File: config.mk
export PLATFORM = sky130hd
export DESIGN_NAME = psg_bus_writer
export DESIGN_NICKNAME = d
export VERILOG_FILES = /design/src/rtl/psg_bus_writer.sv
export SDC_FILE = /design/constraint.sdc
export NUM_CORES = 1
export LEC_CHECK = 0
export ABC_AREA = 1
export CAP_MARGIN = 40
export CELL_PAD_IN_SITES_DETAIL_PLACEMENT = 1
export CELL_PAD_IN_SITES_GLOBAL_PLACEMENT = 1
export CORE_AREA = 2 2 98 100
export CTS_CLUSTER_DIAMETER = 120
export DETAILED_ROUTE_END_ITERATION = 10
export DIE_AREA = 0 0 100 102
export DONT_BUFFER_PORTS = 1
export GPL_TIMING_DRIVEN = 0
export HOLD_SLACK_MARGIN = 0.08
export PLACE_DENSITY_LB_ADDON = 0.1
export RECOVER_POWER = 50
export SLEW_MARGIN = 20
export SYNTH_ARGS = -nofsm -noshare
export SYNTH_HDL_FRONTEND = slang
export SYNTH_SLANG_ARGS = --single-unit
export TNS_END_PERCENT = 5
File: constraint.sdc
create_clock -name CLK -period 2.7 [get_ports CLK]
set_input_delay 0.54 -clock CLK [delete_from_list [all_inputs] [get_ports CLK]]
set_output_delay 0.54 -clock CLK [all_outputs]
set_load 0.05 [all_outputs]
File: src/rtl/psg_bus_writer.sv
`timescale 1ns/1ps
// psg_bus_writer: FIFO-buffered write sequencer driving an SN76489-style nWE/nCE/D port.
// Define PSG_WR_TIMEOUT_EN to enable the READY watchdog and the sticky timeout_err flag.
module psg_bus_writer #(
  parameter int unsigned FIFO_DEPTH     = 8,
  parameter int unsigned SETUP_CYCLES   = 2,
  parameter int unsigned STROBE_MIN     = 16,
  parameter int unsigned TIMEOUT_CYCLES = 256
) (
  input  logic                             CLK,
  input  logic                             nRST,
  input  logic [7:0]                       in_data,
  input  logic                             in_valid,
  output logic                             in_ready,
  output logic                             nWE,
  output logic                             nCE,
  output logic [7:0]                       D,
  input  logic                             READY,
  output logic [$clog2(FIFO_DEPTH+1)-1:0]  fifo_level,
  output logic                             busy,
  input  logic                             err_clr,
  output logic                             timeout_err
);

  localparam int unsigned PTR_W   = (FIFO_DEPTH > 1) ? $clog2(FIFO_DEPTH) : 1;
  localparam int unsigned LVL_W   = $clog2(FIFO_DEPTH + 1);
  localparam int unsigned CNT_MAX = (STROBE_MIN > SETUP_CYCLES) ? STROBE_MIN : SETUP_CYCLES;
  localparam int unsigned CNT_W   = $clog2(CNT_MAX + 1);

  typedef enum logic [2:0] {
    ST_IDLE,
    ST_SETUP,
    ST_STROBE,
    ST_HOLD,
    ST_RECOVER
  } state_e;

  state_e             state_q, state_d;
  logic [CNT_W-1:0]   cnt_q, cnt_d;
  logic               ack_q, ack_d;
  logic [7:0]         mem_q [FIFO_DEPTH];
  logic [PTR_W-1:0]   wr_ptr_q, rd_ptr_q;
  logic [LVL_W-1:0]   level_q, level_d;
  logic [7:0]         d_q, d_d;
  logic               nwe_q, nce_q, busy_q;
  logic               push_c, pop_c;

`ifdef PSG_WR_TIMEOUT_EN
  localparam int unsigned WD_W = $clog2(TIMEOUT_CYCLES + 1);
  logic [WD_W-1:0]    wd_q, wd_d;
  logic               timeout_c;
  logic               err_q, err_d;
`endif

  assign in_ready   = (level_q < LVL_W'(FIFO_DEPTH));
  assign push_c     = in_valid && in_ready;
  assign fifo_level = level_q;
  assign nWE        = nwe_q;
  assign nCE        = nce_q;
  assign D          = d_q;
  assign busy       = busy_q;

  // Byte storage; contents need no reset since pointers/level define validity.
  always_ff @(posedge CLK) begin
    if (push_c) begin
      mem_q[wr_ptr_q] <= in_data;
    end
  end

  always_comb begin
    level_d = level_q;
    case ({push_c, pop_c})
      2'b10:   level_d = level_q + LVL_W'(1);
      2'b01:   level_d = level_q - LVL_W'(1);
      default: level_d = level_q;
    endcase
  end

  // Next-state logic; pop only on IDLE->SETUP.
  always_comb begin
    state_d = state_q;
    cnt_d   = cnt_q;
    ack_d   = ack_q;
    pop_c   = 1'b0;
`ifdef PSG_WR_TIMEOUT_EN
    wd_d      = '0;
    timeout_c = 1'b0;
`endif
    case (state_q)
      ST_IDLE: begin
        cnt_d = '0;
        ack_d = 1'b0;
        if ((level_q != '0) && READY) begin
          pop_c   = 1'b1;
          state_d = ST_SETUP;
        end
      end
      ST_SETUP: begin
        if (cnt_q >= CNT_W'(SETUP_CYCLES - 1)) begin
          cnt_d   = '0;
          state_d = ST_STROBE;
        end else begin
          cnt_d = cnt_q + CNT_W'(1);
        end
      end
      ST_STROBE: begin
        if (!READY) begin
          ack_d = 1'b1;
        end
        if (cnt_q < CNT_W'(STROBE_MIN)) begin
          cnt_d = cnt_q + CNT_W'(1);
        end
        if ((cnt_d >= CNT_W'(STROBE_MIN)) && ack_d) begin
          cnt_d   = '0;
          state_d = ST_HOLD;
        end
`ifdef PSG_WR_TIMEOUT_EN
        else if (!ack_d) begin
          wd_d = wd_q + WD_W'(1);
          if (wd_d >= WD_W'(TIMEOUT_CYCLES)) begin
            timeout_c = 1'b1;
          end
        end else begin
          wd_d = wd_q;
        end
`endif
      end
      ST_HOLD: begin
        state_d = ST_RECOVER;
      end
      ST_RECOVER: begin
        if (READY) begin
          state_d = ST_IDLE;
        end
`ifdef PSG_WR_TIMEOUT_EN
        else begin
          wd_d = wd_q + WD_W'(1);
          if (wd_d >= WD_W'(TIMEOUT_CYCLES)) begin
            timeout_c = 1'b1;
          end
        end
`endif
      end
      default: begin
        state_d = ST_IDLE;
      end
    endcase
`ifdef PSG_WR_TIMEOUT_EN
    // Watchdog abandons the current byte and releases the chip.
    if (timeout_c) begin
      state_d = ST_IDLE;
      cnt_d   = '0;
      ack_d   = 1'b0;
      wd_d    = '0;
    end
`endif
  end

  always_comb begin
    d_d = d_q;
    if (pop_c) begin
      d_d = mem_q[rd_ptr_q];
    end
  end

  always_ff @(posedge CLK or negedge nRST) begin
    if (!nRST) begin
      state_q  <= ST_IDLE;
      cnt_q    <= '0;
      ack_q    <= 1'b0;
      wr_ptr_q <= '0;
      rd_ptr_q <= '0;
      level_q  <= '0;
      d_q      <= 8'h00;
      nwe_q    <= 1'b1;
      nce_q    <= 1'b1;
      busy_q   <= 1'b0;
    end else begin
      state_q  <= state_d;
      cnt_q    <= cnt_d;
      ack_q    <= ack_d;
      level_q  <= level_d;
      d_q      <= d_d;
      if (push_c) begin
        wr_ptr_q <= wr_ptr_q + PTR_W'(1);
      end
      if (pop_c) begin
        rd_ptr_q <= rd_ptr_q + PTR_W'(1);
      end
      // Chip strobes follow the next state so they are glitch-free registers.
      nwe_q  <= (state_d != ST_STROBE);
      nce_q  <= !((state_d == ST_SETUP) || (state_d == ST_STROBE) || (state_d == ST_HOLD));
      busy_q <= (state_d != ST_IDLE) || (level_d != '0);
    end
  end

`ifdef PSG_WR_TIMEOUT_EN
  // Sticky error: a new timeout wins over a simultaneous clear.
  always_comb begin
    err_d = err_q;
    if (timeout_c) begin
      err_d = 1'b1;
    end else if (err_clr) begin
      err_d = 1'b0;
    end
  end

  always_ff @(posedge CLK or negedge nRST) begin
    if (!nRST) begin
      wd_q  <= '0;
      err_q <= 1'b0;
    end else begin
      wd_q  <= wd_d;
      err_q <= err_d;
    end
  end

  assign timeout_err = err_q;
`else
  logic unused_err_clr;
  assign unused_err_clr = err_clr ^ (TIMEOUT_CYCLES == 0);
  assign timeout_err    = 1'b0;
`endif

endmodule

==> metrics.txt, run 1 <==
Hold Violations, Final 0; Core Area 9110 um2; R2R cell count 13; Syn Nets 374; nets 393; hold path cells 0; die area 10200 um2; wire per inst 18.8 um; Final Max Slew Viols 0; max frequency 414 MHz; Critical Path Most Common Cell nand2_1; worst min path class input port to flip-flop; DR vias 2666; r2r setup slk 280 ps; fill count 986; RSZ-0062 raised after global routing false; slowest cell on the critical path dfrtp_4; CP arrival 2660 ps; synthesis-to-finish area growth 10.2%; Worst-Skew Late Latency 360 ps; Total Power 5.15 mW; CP bufs+invs 3; status finished, final reports clean; Critical Path End Type flip-flop; Synth async-reset ratio 0.319; Power Density 1160 nW/um2; CP max stage delay 590 ps; Routability Congestion 0.818; post-layout util 0.488; Max-slew headroom 0.466; Crit path max-delay family simple AND/OR/NAND/NOR gates; r2r endpoint busy; GRT Residual Overflow 0; drt pass-1 iters 4; mapped cell area 4030 um2; Design Area, Final 4440 um2; MaxCap Viol Count 0; placed cell areas 4180 um2; leak pwr 1.69 nW; Hold EP mem_q[5][3]; largest net degree at the start of global routing 31; # rows 35; yosys synthesis warning count 0; diodes inserted 0; CP Class flip-flop to flip-flop; Initial Utilization 0.443; final setup TNS 0 ps; hold_sp in_data[3]; Post-synth top flop edfxtp_1; Initial DRC Count 181; share of cells above drive strength 1 0.140; worst setup margin 283 ps; dpl hpwl 6330 um; sequential share of the synthesized area 0.664; Peak VDD IR 0.565 mV; crit-path cells nor2_1, nand3_2, nand2_4, inv_2, buf_4, ha_2, nand2_1, o21ai_1, inv_1, nor3_1, nand2_1, nor2_2, nand3_1; DRT antenna net count 0; IO Count 30; reg2reg start fifo_level[0]; TritonCTS clock tree done; Slew @ Worst Pin 798 ps; gr usage total 0.196; Clk pin slew, worst setup/hold paths 100 ps; fin cells 489; # DRC 0; DP Worst Slack -82.0 ps; WP data required 2940 ps; Final setup viols 0; CP max FO 10; H-tree Lvls 3; Clock Skew 13.1 ps; PortBufs 0; die width 100 um; global-route wire length before repair 14800 um; Inst Count DP 466; clock sink count 94; CTS max path bufs 2; final wirelength 9200 um; post-route minimum period 2420 ps; vias per cell 5.45; post-synth cell types 32; EDFF count, synth 64; Die Y 102 um; fin crit share 0.895; CTS Buf Count 9; initial antenna violation count 0; vias in the first global route 2744; post-synthesis instance total 354; Yosys reg bits 94; final hold slack 265 ps; Syn Area/Cell 11.4 um2; clock root cell clkbuf_8; crit path launch type flip-flop
==> state kept, by name, indices dropped and copies added (netlist names) <==
register and count:
state_q 3, D 8, rd_ptr_q 3, busy 1, wr_ptr_q 3, nWE 1
fifo_level 4, mem_q 64, ack_q 1, cnt_q 5, nCE 1
==> cell usage after synthesis (all sizes together), types with 2 or more instances <==
master   n  share of area
buf      3         0.0065
nand2   53          0.052
dfrtp   28           0.17
inv     24          0.022
edfxtp  64           0.48
o21ai   49          0.062
nand4    3         0.0062
xor2     3         0.0065
o211ai   8          0.015
o221ai   8          0.017
clkbuf  11          0.010
ha       7          0.022
o22ai    9          0.014
xnor2    2         0.0043
dfstp    2          0.013
nor2    53          0.057
nand3   13          0.024
a21oi    5         0.0062
nor3     7         0.0087
==> timing repair <==
action,CTS,global route
setup endpoints to repair,1,1
hold endpoints to repair,30,0
buffers inserted,0,1
pin swaps,0,1
hold buffers,2,0
gates resized for setup,2,9
==> power breakdown <==
group          internal, mW  switching (mW)  total, mW
clock                 0.350           0.516      0.866
sequential             1.87           0.598       2.47
combinational         0.572            1.24       1.81
total                  2.79            2.36       5.15
==> logic make-up (layout without fill, tap and decap cells) <==
group,after synthesis,in the layout,synth area share
AND/OR/NAND/NOR,130,130,0.150
flip-flops,94,94,0.664
AO/OA/AOI/OAI,79,79,0.114
buffers and inverters,38,62,0.0391
adder cells (fa/ha/maj),7,7,0.0217
XOR/XNOR,5,5,0.0109
other,1,1,0.000930
==> routing by layer <==
| layer | track usage | part of all wire | wire length [um] | vias up |
|---|---|---|---|---|
| met5 | 0 | 0 | 0 | - |
| met4 | 0.0580 | 0.0099 | 91 | 0 |
| met3 | 0.0451 | 0.065 | 594 | 9 |
| met2 | 0.296 | 0.45 | 4100 | 62 |
| met1 | 0.287 | 0.48 | 4420 | 1312 |
| li1 | - | - | - | 1283 |
==> area by class of cell <==
type | instances | area (um2) | area share
Buffer | 14 | 67.6 | 0.0152
Clock buffer | 10 | 128 | 0.0287
Clock inverter | 6 | 53.8 | 0.0121
Inverter | 24 | 95.1 | 0.0214
Multi-Input combinational cell | 222 | 1200 | 0.271
Sequential cell | 94 | 2680 | 0.604
Tap cell | 111 | 139 | 0.0312
Timing Repair Buffer | 8 | 75.1 | 0.0169
==> layout by cell type, fill, tap and decap left out, drive strengths merged <==
| master | synthesis | final |
|---|---|---|
| nor2 | 53 | 53 |
| dlygate4sd3 | 0 | 1 |
| nand4 | 3 | 3 |
| xor2 | 3 | 3 |
| buf | 3 | 10 |
| dfrtp | 28 | 28 |
| nor3 | 7 | 7 |
| edfxtp | 64 | 64 |
| inv | 24 | 26 |
| or2 | 1 | 1 |
| xnor2 | 2 | 2 |
| nand2 | 53 | 53 |
| o221ai | 8 | 8 |
| dfstp | 2 | 2 |
| o211ai | 8 | 8 |
| conb | 1 | 1 |
| o21ai | 49 | 49 |
| ha | 7 | 7 |
| clkbuf | 11 | 21 |
| a21oi | 5 | 5 |
| clkinv | 0 | 3 |
| clkinvlp | 0 | 1 |
| nand3 | 13 | 13 |
| o22ai | 9 | 9 |
==> worst max path at each step <==
stage                  startpoint  slack [ps]    to  cells after the start
floorplan           fifo_level[3]         230  busy                     12
global placement    fifo_level[3]         -80  busy                     12
detailed placement  fifo_level[3]         -80  busy                     12
CTS                 fifo_level[3]           4  busy                     12
global route        fifo_level[0]          60  busy                     13
finish              fifo_level[0]         280  busy                     13
No activity file was read; power rests on OpenSTA's default activity.
==> run 2, diff against run 1 <==
- CAP_MARGIN: 40 -> default
==> metrics.txt, run 2 (synthesized netlist as in run 1, its figures left out) <==
Critical Path Sink mem_q[0][0] (was busy); fin cells 484 (was 489); crit-path cells inv_4, nand2_1, or2_2, nor2_1 (was nor2_1, nand3_2, nand2_4, inv_2, buf_4, ha_2, nand2_1, o21ai_1, inv_1, nor3_1, nand2_1, nor2_2, nand3_1); diodes inserted 0 (unchanged); DR WL met3 411 um (was 594 um); Power Density 1170 nW/um2 (was 1160 nW/um2); die width 100 um (unchanged); vias in the first global route 2774 (was 2744); status finished, final reports clean (unchanged); initial antenna violation count 0 (unchanged); R2R cell count 4 (was 13); Critical Path End Type flip-flop (unchanged); reg2reg start fifo_level[3] (was fifo_level[0]); crit path launch type flip-flop (unchanged); IO Count 30 (unchanged); clock root cell clkbuf_8 (unchanged); final wirelength 9270 um (was 9200 um); commonest non-fill, non-tap cell in the layout edfxtp_1 (unchanged); die area 10200 um2 (unchanged); final setup TNS 0 ps (unchanged); DP Worst Slack -76.0 ps (was -82.0 ps); Worst-Skew Late Latency 360 ps (about the same); wire per inst 19.2 um (was 18.8 um); worst setup margin 265 ps (was 283 ps); MaxCap Viol Count 0 (unchanged); Clk pin slew, worst setup/hold paths 100 ps (about the same); final hold slack 269 ps (was 265 ps); top sig layer met4 (unchanged); CP Class flip-flop to flip-flop (unchanged); Core Area 9110 um2 (unchanged); post-route minimum period 2430 ps (was 2420 ps); Slew @ Worst Pin 863 ps (was 798 ps); nets 388 (was 393); CTS Buf Count 9 (unchanged); r2r setup slk 270 ps (was 280 ps); slowest cell on the critical path nor2_1 (was dfrtp_4); Total Power 5.18 mW (was 5.15 mW); clock sink count 94 (unchanged); Peak VDD IR 0.513 mV (was 0.565 mV); post-layout util 0.484 (was 0.488); max frequency 411 MHz (was 414 MHz); Initial DRC Count 105 (was 181); Final Max Slew Viols 0 (unchanged); WL met1 4560 um (was 4420 um); most frequent cells in the layout edfxtp_1 (64), nor2_1 (49), nand2_1 (49) (unchanged); GRT Residual Overflow 0 (unchanged); Initial Utilization 0.443 (unchanged); leak pwr 1.66 nW (was 1.69 nW); worst min path class input port to flip-flop (unchanged); Max-slew headroom 0.422 (was 0.466); fill count 996 (was 986); gr usage total 0.198 (was 0.196); Inst Count DP 465 (was 466); # DRC 0 (unchanged); sequential cell area 2680 um2 (unchanged); share of cells above drive strength 1 0.134 (was 0.140); Design Area, Final 4410 um2 (was 4440 um2); global-route wire length before repair 14900 um (was 14800 um); placed cell areas 4170 um2 (was 4180 um2); DRT antenna net count 0 (unchanged); vias per cell 5.49 (was 5.45); max reg flops 64 (unchanged); CP max FO 8 (was 10); CP max stage delay 670 ps (was 590 ps); CP arrival 2420 ps (was 2660 ps); dpl hpwl 6280 um (was 6330 um); met2 wire length 4230 um (was 4100 um); Multi-input gate area 1200 um2 (unchanged); r2r endpoint mem_q[0][0] (was busy); Clock Skew 14.2 ps (was 13.1 ps); Hold Violations, Final 0 (unchanged); CP startpoint fifo_level[3] (was fifo_level[0]); CTS max path bufs 2 (unchanged); largest net degree at the start of global routing 31 (unchanged); fin crit share 0.902 (was 0.895); PortBufs 0 (unchanged); Final setup viols 0 (unchanged); # rows 35 (unchanged); Die Y 102 um (unchanged); Routability Congestion 0.818 (unchanged); WP data required 2680 ps (was 2940 ps); RSZ-0062 raised after global routing false (unchanged); TritonCTS clock tree done (unchanged); largest register by flop count mem_q (unchanged); drt pass-1 iters 4 (unchanged); DR vias 2659 (was 2666); H-tree Lvls 3 (unchanged); synthesis-to-finish area growth 9.47% (was 10.2%)
run 2: cell types whose count changed in the layout (fill, tap and decap cells not counted), sizes merged:
cell / change
buf: -5
clkinv: -2
inv: +1
clkinvlp: +1
run 2: cell type report:
type	instances	share of cell area
clock inverters	6	0.0119
well taps	111	0.0315
multi-input cells	222	0.273
clock buffers	10	0.0312
flip-flops and latches	94	0.608
inverters	24	0.0210
plain buffers	14	0.0153
repair buffers	3	0.00851
run 2: metal layers:
layer  vias to the layer above  global-route usage
li1                       1269                   -
met1                      1339               0.279
met2                        45               0.309
met3                         6              0.0492
met4                         0              0.0548
met5                         -                   0
run 2: how the worst min path moves through the flow:
stage             endpoint        from  cells after the start  slack, ps
3_3_place_gp      cnt_q[3]        nRST                      0        250
6_report       mem_q[7][3]  in_data[3]                      0        270
5_1_grt        mem_q[3][3]  in_data[3]                      0        240
3_5_place_dp      cnt_q[4]        nRST                      0        250
2_1_floorplan         D[0]        nRST                      0        240
4_1_cts        mem_q[7][1]  in_data[1]                      0        260
run 2: timing repair:
action | 4_1_cts | 5_1_grt
resized for setup | 2 | 8
endpoints found under the hold margin | 30 | 0
setup buffers | 0 | 1
pin swaps | 0 | 1
hold buffers | 2 | 0
setup endpoints to repair | 1 | 1
cloned | 0 | 0
run 2: worst max-delay path, delay by kind of cell, from the launching register on:
kind	cells	cell delay (ps)
simple gates	3	1310
flops	1	540
buf+inv	1	210
run 2: report_power, final:
group          leakage, nW  switching, mW  internal (mW)
Clock               0.0914          0.521          0.375
Sequential           0.943          0.598           1.87
Combinational        0.627           1.25          0.557
Total                 1.66           2.37           2.80
